==> src/rtl/ide_pio_fifo.sv <==
// ide_pio_fifo: 16-bit host / 8-bit MCU PIO data FIFO with block counting, DRQ and under/overrun flags.
// Optional macro IDE_PIO_IRQ_EN adds a latched MCU interrupt. Rev 1.0
`default_nettype none

module ide_pio_fifo #(
  parameter int DEPTH_LOG2 = 4,
  parameter int CNT_W      = 16
) (
  input  logic        clk,
  input  logic        reset_,
  input  logic        host_rd,
  input  logic        host_wr,
  input  logic [15:0] host_wdata,
  output logic [15:0] host_rdata,
  output logic        drq,
  input  logic [1:0]  sram_a,
  input  logic [7:0]  sram_d_in,
  output logic [7:0]  sram_d_out,
  input  logic        sram_cs,
  input  logic        sram_oe,
  input  logic        sram_we,
  output logic        mcu_irq
);

  localparam int DEPTH = 1 << DEPTH_LOG2;
  localparam int LW    = DEPTH_LOG2 + 1;
  localparam logic [DEPTH_LOG2:0] LEVEL_FULL = LW'(DEPTH);

  logic [15:0]           mem [DEPTH];
  logic [DEPTH_LOG2-1:0] wr_ptr, rd_ptr;
  logic [DEPTH_LOG2:0]   level;
  logic [CNT_W-1:0]      remaining, load_val;
  logic                  active, dir, done, ovr, unr, byte_phase;
  logic [7:0]            low_byte;
  logic                  we_d, oe_d;

  logic mcu_wr, mcu_rd, ctrl_wr, data_wr, data_rd;
  logic flush, start, clr;
  logic empty, full;
  logic pop_host, pop_mcu, pop, push_req, push;
  logic ovr_set, unr_set, xfer, last, done_set;
  logic [15:0] push_data, head, load_ext, rem_ext;
  logic [7:0]  status, data_byte;

  // Each MCU access acts once, on the first cycle its strobe combination is seen.
  assign mcu_wr  = sram_cs & sram_we & ~we_d;
  assign mcu_rd  = sram_cs & sram_oe & ~oe_d;
  assign ctrl_wr = mcu_wr & (sram_a == 2'd1);
  assign data_wr = mcu_wr & (sram_a == 2'd0);
  assign data_rd = mcu_rd & (sram_a == 2'd0);

  assign flush = ctrl_wr & sram_d_in[2];
  assign start = ctrl_wr & sram_d_in[1] & ~sram_d_in[2];
  assign clr   = ctrl_wr & sram_d_in[3];

  assign empty = (level == '0);
  assign full  = (level == LEVEL_FULL);

  assign pop_host = ~flush & active & ~dir & host_rd & ~empty;
  assign pop_mcu  = ~flush & dir & data_rd & byte_phase & ~empty;
  assign pop      = pop_host | pop_mcu;
  assign push_req = ~flush & ((~dir & data_wr & byte_phase) | (active & dir & host_wr));
  // A pop on the same edge frees a slot, so a push into a full FIFO still lands.
  assign push     = push_req & (~full | pop);
  assign ovr_set  = push_req & full & ~pop;
  assign unr_set  = ~flush & active & ~dir & host_rd & empty;
  assign xfer     = pop_host | (push & dir);
  assign last     = xfer & (remaining == CNT_W'(1));
  assign done_set = start ? (load_val == '0) : last;

  assign push_data = dir ? host_wdata : {sram_d_in, low_byte};
  assign head      = mem[rd_ptr];
  assign load_ext  = 16'(load_val);
  assign rem_ext   = 16'(remaining);

  always_ff @(posedge clk or negedge reset_) begin
    if (!reset_) begin
      we_d       <= 1'b0;
      oe_d       <= 1'b0;
      low_byte   <= 8'h00;
      load_val   <= '0;
      remaining  <= '0;
      dir        <= 1'b0;
      wr_ptr     <= '0;
      rd_ptr     <= '0;
      level      <= '0;
      byte_phase <= 1'b0;
      active     <= 1'b0;
      done       <= 1'b0;
      ovr        <= 1'b0;
      unr        <= 1'b0;
    end else begin
      we_d <= sram_cs & sram_we;
      oe_d <= sram_cs & sram_oe;
      if (data_wr && !dir && !byte_phase) low_byte <= sram_d_in;
      if (mcu_wr && sram_a == 2'd2) load_val <= CNT_W'({load_ext[15:8], sram_d_in});
      if (mcu_wr && sram_a == 2'd3) load_val <= CNT_W'({sram_d_in, load_ext[7:0]});

      if (flush) begin
        wr_ptr     <= '0;
        rd_ptr     <= '0;
        level      <= '0;
        byte_phase <= 1'b0;
        active     <= 1'b0;
        done       <= 1'b0;
        ovr        <= 1'b0;
        unr        <= 1'b0;
      end else begin
        if (push) wr_ptr <= wr_ptr + DEPTH_LOG2'(1);
        if (pop)  rd_ptr <= rd_ptr + DEPTH_LOG2'(1);
        if (push && !pop)      level <= level + LW'(1);
        else if (pop && !push) level <= level - LW'(1);
        if ((!dir && data_wr) || (dir && data_rd && !empty)) byte_phase <= ~byte_phase;
        ovr  <= ovr_set | (ovr & ~clr);
        unr  <= unr_set | (unr & ~clr);
        done <= done_set | (done & ~clr & ~start);
        if (start) begin
          dir       <= sram_d_in[0];
          remaining <= load_val;
          active    <= (load_val != '0);
        end else if (xfer) begin
          remaining <= remaining - CNT_W'(1);
          if (last) active <= 1'b0;
        end
      end
    end
  end

  always_ff @(posedge clk) begin
    if (push) mem[wr_ptr] <= push_data;
  end

  always_ff @(posedge clk or negedge reset_) begin
    if (!reset_) begin
      drq        <= 1'b0;
      host_rdata <= 16'h0000;
    end else begin
      drq <= active & (dir ? ~full : ~empty);
      if (!empty) host_rdata <= head;
    end
  end

  assign status    = {active, dir, done, ovr, unr, full, empty, byte_phase};
  assign data_byte = empty ? 8'h00 : (byte_phase ? head[15:8] : head[7:0]);

  always_comb begin
    sram_d_out = 8'h00;
    case (sram_a)
      2'd0:    sram_d_out = data_byte;
      2'd1:    sram_d_out = status;
      2'd2:    sram_d_out = rem_ext[7:0];
      default: sram_d_out = rem_ext[15:8];
    endcase
  end

`ifdef IDE_PIO_IRQ_EN
  logic irq;
  always_ff @(posedge clk or negedge reset_) begin
    if (!reset_)                             irq <= 1'b0;
    else if (ovr_set || unr_set || done_set) irq <= 1'b1;
    else if (clr || flush)                   irq <= 1'b0;
  end
  assign mcu_irq = irq;
`else
  assign mcu_irq = 1'b0;
`endif

endmodule

`default_nettype wire

==> config.mk <==
export PLATFORM = sky130hd
export DESIGN_NAME = ide_pio_fifo
export DESIGN_NICKNAME = d
export VERILOG_FILES = /design/src/rtl/ide_pio_fifo.sv
export SDC_FILE = /design/constraint.sdc
export NUM_CORES = 1
export LEC_CHECK = 0
export BUFFER_PORTS_ARGS = -buffer_cell sky130_fd_sc_hd__buf_2
export CORE_MARGIN = 3
export CORE_UTILIZATION = 47
export CTS_CLUSTER_DIAMETER = 120
export DETAILED_ROUTE_END_ITERATION = 16
export PLACE_DENSITY = 0.71
export SLEW_MARGIN = 40
export SYNTH_ARGS = -nofsm -noshare
export SYNTH_HDL_FRONTEND = slang
export SYNTH_SLANG_ARGS = --single-unit
==> constraint.sdc <==
create_clock -name clk -period 3.05 [get_ports clk]
set_input_delay 0.61 -clock clk [delete_from_list [all_inputs] [get_ports clk]]
set_output_delay 0.61 -clock clk [all_outputs]
set_load 0.02 [all_outputs]
Word-level counts from Yosys, hierarchy flattened
Memories as Yosys holds them, arrays and structs flattened. Cells that the tools add are included. Widths: inputs -> output; s select.

Add/sub/neg operators: 5. Equal/unequal tests: 5. Muxes and demuxes: 28. Bitwise operators: 54. Reductions and logical operators: 29.

Operators by type and width (number): $mux 16 (4); $and 1x1->1 (35); $mux 8 (3); $pmux 8 s3 (1); $eq 16x1->1 const B (1); $logic_not 16->1 (1); $mux 4 (4); $reduce_bool 16->1 (1); $sub 16x1->16 const B (1); $mux 5 (3); $mux 1 (13); $not 1->1 (12); $reduce_bool 3->1 (3); $add 4x1->4 const B (2); $logic_and 1x1->1 (8); $reduce_and 2->1 (4); $reduce_bool 2->1 (4); $or 1x1->1 (7); $add 5x1->5 const B (1); $eq 5x5->1 const B (1); $logic_not 1->1 (5); $logic_not 5->1 (1); $sub 5x1->5 const B (1); $eq 2x2->1 const B (2); 3 further kinds (3).

Register bits: 78. Memory bits (writable): 256. Input port bits: 33. Output and inout port bits: 26. Logic and storage cells: 139. Memories kept: 1.

Memory list: mem (words 16, width 16, read ports 1, clocked after memory_dff 0, write ports 1, RTL line 29) `logic [15:0] mem [DEPTH];`.

Longest topological paths before layout
Gate-level depths: netlist (run 1).

Word-level depth: 19. Mapped depth: 12. Mapped depth without buffers: 11.

Worst setup path before layout (run 1)
Ideal clock, no wire load.

Path type: input-to-reg. Start: input sram_we. End: register level[4]. Setup time: 82 ps. Data arrival time: 2949 ps. Required time: 2968 ps. Path slack: 19 ps. Stages on the path: 10. Path buffers: 0. Cells stage by stage: nand4bb_1 > o41ai_4 > and3_1 > nand2_1 > fa_1 > a21o_1 > a21oi_1 > and3b_1 > a211o_1 > a31oi_1.

Longest elaborated chain between the ends: 15. Elaborated cells on any way between the ends: 28. Those cells by class: 2 x mux; 21 x bitwise; 5 x reduce/logical.

Ends and longest elaborated chain: start, declared (RTL line 21) `input logic sram_we,`; $and 1x1->1 (*) (2 in a row) (RTL line 46) `assign mcu_wr = sram_cs & sram_we & ~we_d;`; $and 1x1->1 (RTL line 48) `assign ctrl_wr = mcu_wr & (sram_a == 2'd1);`; $and 1x1->1 (RTL line 52) `assign flush = ctrl_wr & sram_d_in[2];`; $not 1->1 (no source line); $and 1x1->1 (on tied branches) (4 in a row) (RTL line 59, 60); $or 1x1->1 (RTL line 61) `assign pop = pop_host | pop_mcu;`; $or 1x1->1 (RTL line 64) `assign push = push_req & (~full | pop);`; $and 1x1->1 (RTL line 64); $logic_and 1x1->1 / $logic_not 1->1 (equally long branches) (RTL line 111, 112); $mux 5 / $logic_and 1x1->1 (equally long branches) (RTL line 111, 112); $mux 5 / $reduce_bool 3->1 (equally long branches); end signal, assigned (RTL line 111) `if (push && !pop) level <= level + LW'(1);`; end signal, assigned (RTL line 112) `else if (pop && !push) level <= level - LW'(1);`; end, declared (RTL line 31) `logic [DEPTH_LOG2:0] level;`.

Every way passes the cells marked *; elsewhere a longest branch is shown, timed or not. A chain may end at the register's enable or synchronous reset.

Final worst setup path (run 1)
Start: register rd_ptr[0]. End: output sram_d_out[5].

Longest elaborated chain between the ends: 4.

Ends and longest elaborated chain: start, declared (RTL line 30) `logic [DEPTH_LOG2-1:0] wr_ptr, rd_ptr;`; start signal, assigned (RTL line 110) `if (pop) rd_ptr <= rd_ptr + DEPTH_LOG2'(1);`; $mem_v2 16x16; $mux 8 (2 in a row) (RTL line 144) `assign data_byte = empty ? 8'h00 : (byte_phase ? head[15:8] : head[7:0]);`; $pmux 8 s3 (RTL line 148) `case (sram_a)`; end, declared (RTL line 18) `output logic [7:0] sram_d_out,`.

No other way between the ends.

==> results.py, run 1 <==
metrics = {
    "floorplanning": {
        "dieWidth_um": 179.9,
        "initial_utilization_pct": 47.83,
        "fp.dieArea_um2": 32360,
        "row_count": 63,
        "fp.dieH_um": 179.9,
        "io_pins": 59,
        "coreArea_um2": 29720,
    },
    "placement": {
        "post-place-cells": 1354,
        "dp_hpwl_mm": 23.02,
        "post-place-ws_ns": -0.1929,
        "place.gp.congestion": 0.8891,
        "placed_area_um2": 15680,
        "io_buffers": 57,
    },
    "yosys": {
        "async_flop_share_pct": 23.35,
        "syn_inst": 862,
        "synth_top_family_by_area": "multiplexers",
        "synth_compound_area_share_pct": 7.316,
        "synth_enable_flop_cells": 256,
        "syn_area_per_cell_um2": 16.49,
        "synth_top_area_cell": "edfxtp_1",
        "synth-adder-area-share_pct": 1.109,
        "synth_xor_area_share_pct": 0.3698,
        "seq_area_frac_synth_pct": 67.82,
        "ys.flop_type": "edfxtp_1",
        "synthMuxAreaShare_pct": 14.89,
        "synthDistinctLibCells": 69,
        "synth_seq_cells": 334,
        "synth_nets": 907,
        "synth-simple-area-share_pct": 6.726,
        "synth_area_leaders": "edfxtp_1 54%, dfrtp_1 14%, mux4_2 11%, mux2_2 3.6%, a21oi_1 1.3%",
        "synth_top_area_share_pct": 54.09,
        "syn_area_um2": 14210,
        "yosysWarningCount": 0,
    },
    "setup_path": {
        "cp_slowest_cell": "mux4_2",
        "critical_path.max_stage_delay_ns": 0.50,
        "worstPathRequired_ns": 2.44,
        "crit-reg2reg-capture": "level[4]$_DFFE_PN0P_",
        "worst-setup-path-type": "reg2out",
        "cp_max_fo": 7,
        "rr_startpoint": "level[3]$_DFFE_PN0P_",
        "rr_worst_depth": 10,
        "rrSetupSlack_ns": 0.18,
        "cp-start-kind": "flip-flop",
        "critical_path_arrival_ns": 2.67,
        "endpoint_kind": "output port",
        "path_cells": "buf_12 -> buf_12 -> mux4_2 -> a22o_1 -> nor2_1 -> buf_4 -> o22ai_2 -> o22a_1 -> buf_6",
        "cp_common_cell": "buf_12",
    },
    "outcome": {
        "violations": "setup timing",
        "status": "finished, violations left",
    },
    "timing": {
        "finalWorstSetupSlack_ns": -0.2276,
        "timing.final.crit_share_pct": 107.5,
        "worstMarginPinSlew_ns": 0.7607,
        "finalSetupTns_ns": -1.506,
        "finalMaxSlewViolations": 0,
        "finalHoldViolations": 0,
        "layout_min_cycle_time_ns": 3.278,
        "grt_setup_unrepaired": "yes",
        "max-slew-margin-rel_pct": 49.07,
        "skew_ns": 0.01486,
        "worst_hold_slack_ns": 0.1295,
        "setup-violations-final": 8,
        "clock.fmax_mhz": 305.1,
    },
    "layout": {
        "fin_area_um2": 17200,
        "diodes": 0,
        "regArea_um2": 9648,
        "multi_input_area_um2": 4473,
        "area_growth_pct": 20.99,
        "layout-drive-gt1-share_pct": 34.93,
        "fillers": 2177,
        "fin_util_pct": 57.86,
        "fin_nets": 1063,
        "layoutNonFillerInstCount": 1435,
    },
    "pwr": {
        "power_mw": 15.04,
        "power_leakage_nw": 6.158,
        "peakVddDrop_v": 0.0004787,
        "powerDensity_nw_per_um2": 874.8,
    },
    "global_routing": {
        "grt_pass1_vias": 8841,
        "grt_pass1_wl_mm": 54.55,
        "grt_max_degree": 45,
        "grt_overflow_total": 0,
        "grt_usage_pct": 22.05,
        "antenna_found_initial": 0,
    },
    "cts": {
        "clk_latency_ns": 0.51,
        "clockBufferDepth": 3,
        "cts_root_buffer": "clkbuf_16",
        "cts-buffers-inserted": 35,
        "hold_buffers": 0,
        "cts.sinks": 334,
        "cts_tree": "done",
        "clk_pin_slew_ns": 0.06,
        "ctsHtreeMaxLevel": 2,
    },
    "detailed_routing": {
        "vias": 8735,
        "drt_iter0_drc": 830,
        "wl_per_cell_um": 25.18,
        "ant_nets": 0,
        "drt_first_pass_iters": 5,
        "vias_per_cell": 6.087,
        "routed_wl_mm": 36.13,
        "drc": 0,
    },
    "hold_path": {
        "hold_path.class": "in2async",
    },
    "run": {
        "maxCapViolCount": 0,
    },
}
## state kept, by name, summed over array words and instances (netlist names), 4 cells and up
register / count
level: 5
rd_ptr: 4
mem: 256
low_byte: 8
load_ext: 16
wr_ptr: 4
host_rdata: 16
rem_ext: 16
## how the worst max path moves through the flow
stage | startpoint | end | slack, ns | depth (start not counted)
floorplan | sram_we | level[4]$_DFFE_PN0P_ | 0.02 | 10
global placement | sram_a[1] | sram_d_out[6] | -0.21 | 6
detailed placement | sram_a[1] | sram_d_out[6] | -0.19 | 6
CTS | rd_ptr[0]$_DFFE_PN0P_ | sram_d_out[5] | -0.22 | 9
global route | rd_ptr[2]$_DFFE_PN0P_ | sram_d_out[7] | -0.29 | 8
finish | rd_ptr[0]$_DFFE_PN0P_ | sram_d_out[5] | -0.23 | 9
## cell usage in the layout (no fill, tap or decap), drive strengths merged, types with 16 or more instances in the layout
master	n
inv	16
a21oi	38
nor2	38
dfrtp	78
buf	160
clkbuf	49
nand2	44
edfxtp	256
mux4	67
and2	20
o21ai	25
mux2	45
## cells by family (layout without fill, tap and decap cells)
| group | after synthesis | after routing |
|---|---|---|
| flip-flops | 334 | 334 |
| adder cells (fa/ha/maj) | 12 | 12 |
| XOR/XNOR | 6 | 6 |
| multiplexers | 122 | 122 |
| buffers and inverters | 57 | 240 |
| other | 1 | 1 |
| AO/OA/AOI/OAI | 151 | 151 |
| AND/OR/NAND/NOR | 179 | 179 |
## per-layer routing
layer  track usage, %  part of all wire (%)  up-vias
met4            6.807                   3.1        0
met1            30.88                    41     4506
met2            35.44                    48      405
li1                 -                     -     3754
met3            4.290                   7.7       70
met5                0                     0        -
## layout make-up
| type | instances | share of cell area [%] |
|---|---|---|
| Multi-Input combinational cell | 471 | 26.01 |
| Sequential cell | 334 | 56.11 |
| Tap cell | 390 | 2.838 |
| Inverter | 15 | 0.3347 |
| Clock inverter | 15 | 0.8368 |
| Clock buffer | 49 | 5.639 |
| Timing Repair Buffer | 161 | 8.230 |
## synth_stat cells (all sizes together), types with 4 or more instances
cell and instances:
a211oi 14, dfrtp 78, inv 14, o31ai 4
nor3b 6, o22ai 7, mux2i 10, buf 23
xnor2 6, mux2 45, nand4 5, nor2 38
edfxtp 256, a31oi 9, a22o 14, nor3 10
and3 5, and2 20, o22a 7, o2bb2ai 5
nor2b 10, nand3 14, or4 4, clkbuf 19
a21oi 38, ha 11, o21ai 25, nor4 7
a31o 5, mux4 67, nand2 44, and3b 4
nand2b 4
## power by group
group,internal (mW),leakage (nW),switching [mW]
clock,2.41,0.548,1.70
sequential,5.64,3.27,0.456
combinational,2.29,2.34,2.55
## worst max-delay path: cells and delay by family (launching register included)
kind | cells | cell delay, ns
compound gates | 3 | 0.52
buf+inv | 4 | 0.57
flops | 1 | 0.42
mux | 1 | 0.50
simple gates | 1 | 0.14
## repair_timing
item	CTS	global route
pin swaps	6	9
setup buffers	9	7
endpoints found under the setup margin	8	9
resized for setup	40	18
cloned	3	0
Power figures use the tool's default switching activity.
==> run 2, diff against run 1 <==
--- a/config.mk
+++ b/config.mk
@@ -5,9 +5,11 @@
 export SDC_FILE = /design/constraint.sdc
 export NUM_CORES = 1
 export LEC_CHECK = 0
+export ABC_AREA = 1
 export BUFFER_PORTS_ARGS = -buffer_cell sky130_fd_sc_hd__buf_2
 export CORE_MARGIN = 3
 export CORE_UTILIZATION = 47
+export CTS_BUF_LIST = sky130_fd_sc_hd__clkbuf_2 sky130_fd_sc_hd__clkbuf_4 sky130_fd_sc_hd__clkbuf_8
 export CTS_CLUSTER_DIAMETER = 120
 export DETAILED_ROUTE_END_ITERATION = 16
 export PLACE_DENSITY = 0.71
==> constraint.sdc (replaced) <==
create_clock -name clk -period 3.05 [get_ports clk]
set_input_delay 0.4575 -clock clk [delete_from_list [all_inputs] [get_ports clk]]
set_output_delay 0.4575 -clock clk [all_outputs]
set_load 0.02 [all_outputs]
==> run 2 against run 1 <==
  * The run now ends clean
  * Critical path depth increased by 3
  * Worst setup slack improved by 0.26 ns
  * Final cell count increased by 37%
==> results.py, run 2 <==
metrics = {
    "detailed_routing": {
        "routed_wl_mm": 41.01,
        "vias": 11090,
        "drt_first_pass_iters": 5,
        "wl_per_cell_um": 20.79,
        "drt_iter0_drc": 1276,
        "drc": 0,
        "vias_per_cell": 5.622,
        "ant_nets": 0,
    },
    "setup_path": {
        "cp_max_fo": 12,
        "rr_startpoint": "we_d$_DFF_PN0_",
        "rrSetupSlack_ns": 0.59,
        "endpoint_kind": "output port",
        "cp-startpoint": "rd_ptr[0]$_DFFE_PN0P_",
        "crit_path_end": "sram_d_out[4]",
        "cp-start-kind": "flip-flop",
        "crit-reg2reg-capture": "level[4]$_DFFE_PN0P_",
        "worstPathRequired_ns": 2.59,
        "rr_worst_depth": 15,
        "critical_path_arrival_ns": 2.56,
        "worst-setup-path-type": "reg2out",
    },
    "pwr": {
        "internal-power_mw": 9.752,
        "pwr-share-comb_pct": 40.5,
        "peakVddDrop_v": 0.0005016,
        "power_leakage_nw": 6.822,
        "power.share.clock_pct": 22.4,
        "power_frac_seq_pct": 37.1,
        "sw_frac_of_total_pct": 39.76,
        "power_mw": 16.19,
        "power.switching_mw": 6.435,
        "powerDensity_nw_per_um2": 933.9,
    },
    "global_routing": {
        "grt_max_degree": 56,
        "busiest_layer": "met2",
        "grt_pass1_wl_mm": 59.86,
        "use_met2_pct": 36.06,
        "antenna_found_initial": 0,
        "grt_util_met1_pct": 31.80,
        "grt_usage_pct": 23.22,
        "grtUsageMet3_pct": 4.998,
        "grt_overflow_total": 0,
        "grt_pass1_vias": 10390,
    },
    "timing": {
        "grt_setup_unrepaired": "yes",
        "finalHoldViolations": 0,
        "worstMarginPinSlew_ns": 0.7666,
        "finalMaxSlewViolations": 0,
        "timing.final.crit_share_pct": 98.87,
        "setup-violations-final": 0,
        "clock.fmax_mhz": 331.6,
        "layout_min_cycle_time_ns": 3.015,
        "finalSetupTns_ns": 0,
        "skew_ns": 0.04103,
        "max-slew-margin-rel_pct": 48.90,
    },
    "placement": {
        "io_buffers": 57,
        "dp_hpwl_mm": 24.63,
        "post-place-cells": 1855,
        "place.gp.congestion": 0.8876,
    },
    "cts": {
        "clockBufferDepth": 3,
        "cts.sinks": 334,
        "ctsHtreeMaxLevel": 2,
        "clk_pin_slew_ns": 0.06,
        "cts_root_buffer": "clkbuf_8",
        "cts_tree": "done",
        "cts-buffers-inserted": 52,
        "clk_latency_ns": 0.62,
    },
    "layout": {
        "fin_nets": 1579,
        "layoutNonFillerInstCount": 1973,
        "diodes": 0,
        "largest_register": "mem",
        "layout-drive-gt1-share_pct": 19.02,
        "layout_commonest_cell": "edfxtp_1",
        "area_growth_pct": 18.06,
        "most-common-layout-cells": "256 x edfxtp_1, 242 x nand2_1, 226 x nor2_1, 149 x o21ai_0, 106 x nand3_1",
        "largest_register_ff_count": 256,
    },
    "yosys": {
        "synth_enable_flop_cells": 256,
        "synthTopCellsByCount": "256 x edfxtp_1, 245 x nor2_1, 242 x nand2_1, 152 x o21ai_0, 141 x nand3_1",
        "yosysWarningCount": 0,
        "syn_area_um2": 14680,
        "synth_seq_cells": 334,
        "syn_area_per_cell_um2": 10.33,
        "synthDistinctLibCells": 38,
        "seq_area_frac_synth_pct": 65.66,
        "ys.flop_type": "edfxtp_1",
        "synth_area_leaders": "edfxtp_1 52%, dfrtp_1 13%, nor2_1 6.3%, nand2_1 6.2%, o21ai_0 5.2%",
        "async_flop_share_pct": 23.35,
        "synth_top_area_cell": "edfxtp_1",
        "synth_top_area_share_pct": 52.36,
        "syn_inst": 1421,
        "synth_nets": 1466,
        "synth.most_common_cell": "edfxtp_1",
    },
    "floorplanning": {
        "coreArea_um2": 30670,
        "fp.dieArea_um2": 33390,
        "io_pins": 59,
        "initial_utilization_pct": 47.87,
        "fp.dieH_um": 182.7,
        "dieWidth_um": 182.7,
        "row_count": 64,
    },
    "hold_path": {
        "hold_path.class": "in2reg",
    },
    "run": {
        "maxCapViolCount": 0,
    },
    "outcome": {
        "status": "complete, no violations",
    },
}
-- run 2: layer usage --
| layer | up-vias | part of all wire, % |
|---|---|---|
| li1 | 5134 | - |
| met1 | 5304 | 40 |
| met2 | 554 | 46 |
| met3 | 101 | 9.9 |
| met4 | 0 | 4.2 |
| met5 | - | 0 |
-- run 2: critical path, stage by stage, from the launching register on --
cell and delay, ns:
dfrtp_4 0.49, buf_12 0.16, buf_4 0.16, clkbuf_16 0.17
nor2_1 0.10, nor2_1 0.04, o21ai_0 0.07, o211ai_1 0.12
nand3_1 0.16, nand3_2 0.09, nand3_1 0.12, nand3_1 0.10
buf_2 0.17
-- run 2: through the flow --
step / hold WS, ns / setup slack (ns) / cell area [um2] / utilization (%)
finish: 0.1133 / 0.03452 / 17330 / 56.52
floorplan: 0.1619 / 0.6433 / 14680 / -
detailed placement: 0.4740 / 0.3578 / 15710 / 51.23
global placement: 0.4683 / 0.4121 / 15710 / 51.23
global route: 0.1177 / -0.07687 / 17330 / 56.52
CTS: 0.09379 / -0.03144 / 16860 / 54.98
-- run 2: how the worst min path moves through the flow --
stage                                 start                       to  slack (ns)  cells after the start
CTS                                 sram_oe           oe_d$_DFF_PN0_        0.09                      3
global placement    low_byte[6]$_DFFE_PN0P_  low_byte[6]$_DFFE_PN0P_        0.47                      2
finish                              sram_oe           oe_d$_DFF_PN0_        0.11                      3
floorplan                            reset_       active$_DFFE_PN0P_        0.16                      0
detailed placement  low_byte[2]$_DFFE_PN0P_  low_byte[2]$_DFFE_PN0P_        0.47                      2
global route                        sram_oe           oe_d$_DFF_PN0_        0.12                      3
-- run 2: repair_timing --
| item | 4_1_cts | 5_1_grt |
|---|---|---|
| endpoints found under the hold margin | 50 | 0 |
| hold buffers | 1 | 0 |
| endpoints found under the setup margin | 8 | 8 |
| buffers inserted | 1 | 8 |
| pin swaps | 0 | 11 |
| cloned | 2 | 9 |
| gates resized for setup | 15 | 47 |
-- run 2: final cells by class --
type                            instances  area (um2)
Multi-Input combinational cell        918        4573
Clock inverter                         25       126.4
Inverter                               97       384.1
Tap cell                              396       495.5
Sequential cell                       334        9643
Timing Repair Buffer                  131        1232
Clock buffer                           72       878.3
Fill cell                            2568       13340
-- run 2: logic make-up after synthesis --
family,Yosys count,share of synthesized area [%]
flops,334,65.66
simple gates,655,18.68
other cells,1,0.02554
compound gates,240,9.144
xor+xnor,10,0.5965
fa+ha+maj,12,1.074
buf+inv,169,4.824
-- run 2: power by group through the flow --
| stage | Clock (mW) | Sequential [mW] | Combinational, mW |
|---|---|---|---|
| floorplan | 0 | 6.07 | 3.56 |
| global placement | 0 | 6.09 | 5.30 |
| detailed placement | 0 | 6.10 | 5.42 |
| CTS | 3.69 | 6.03 | 5.67 |
| global route | 3.90 | 6.06 | 7.08 |
| finish | 3.63 | 6.01 | 6.55 |
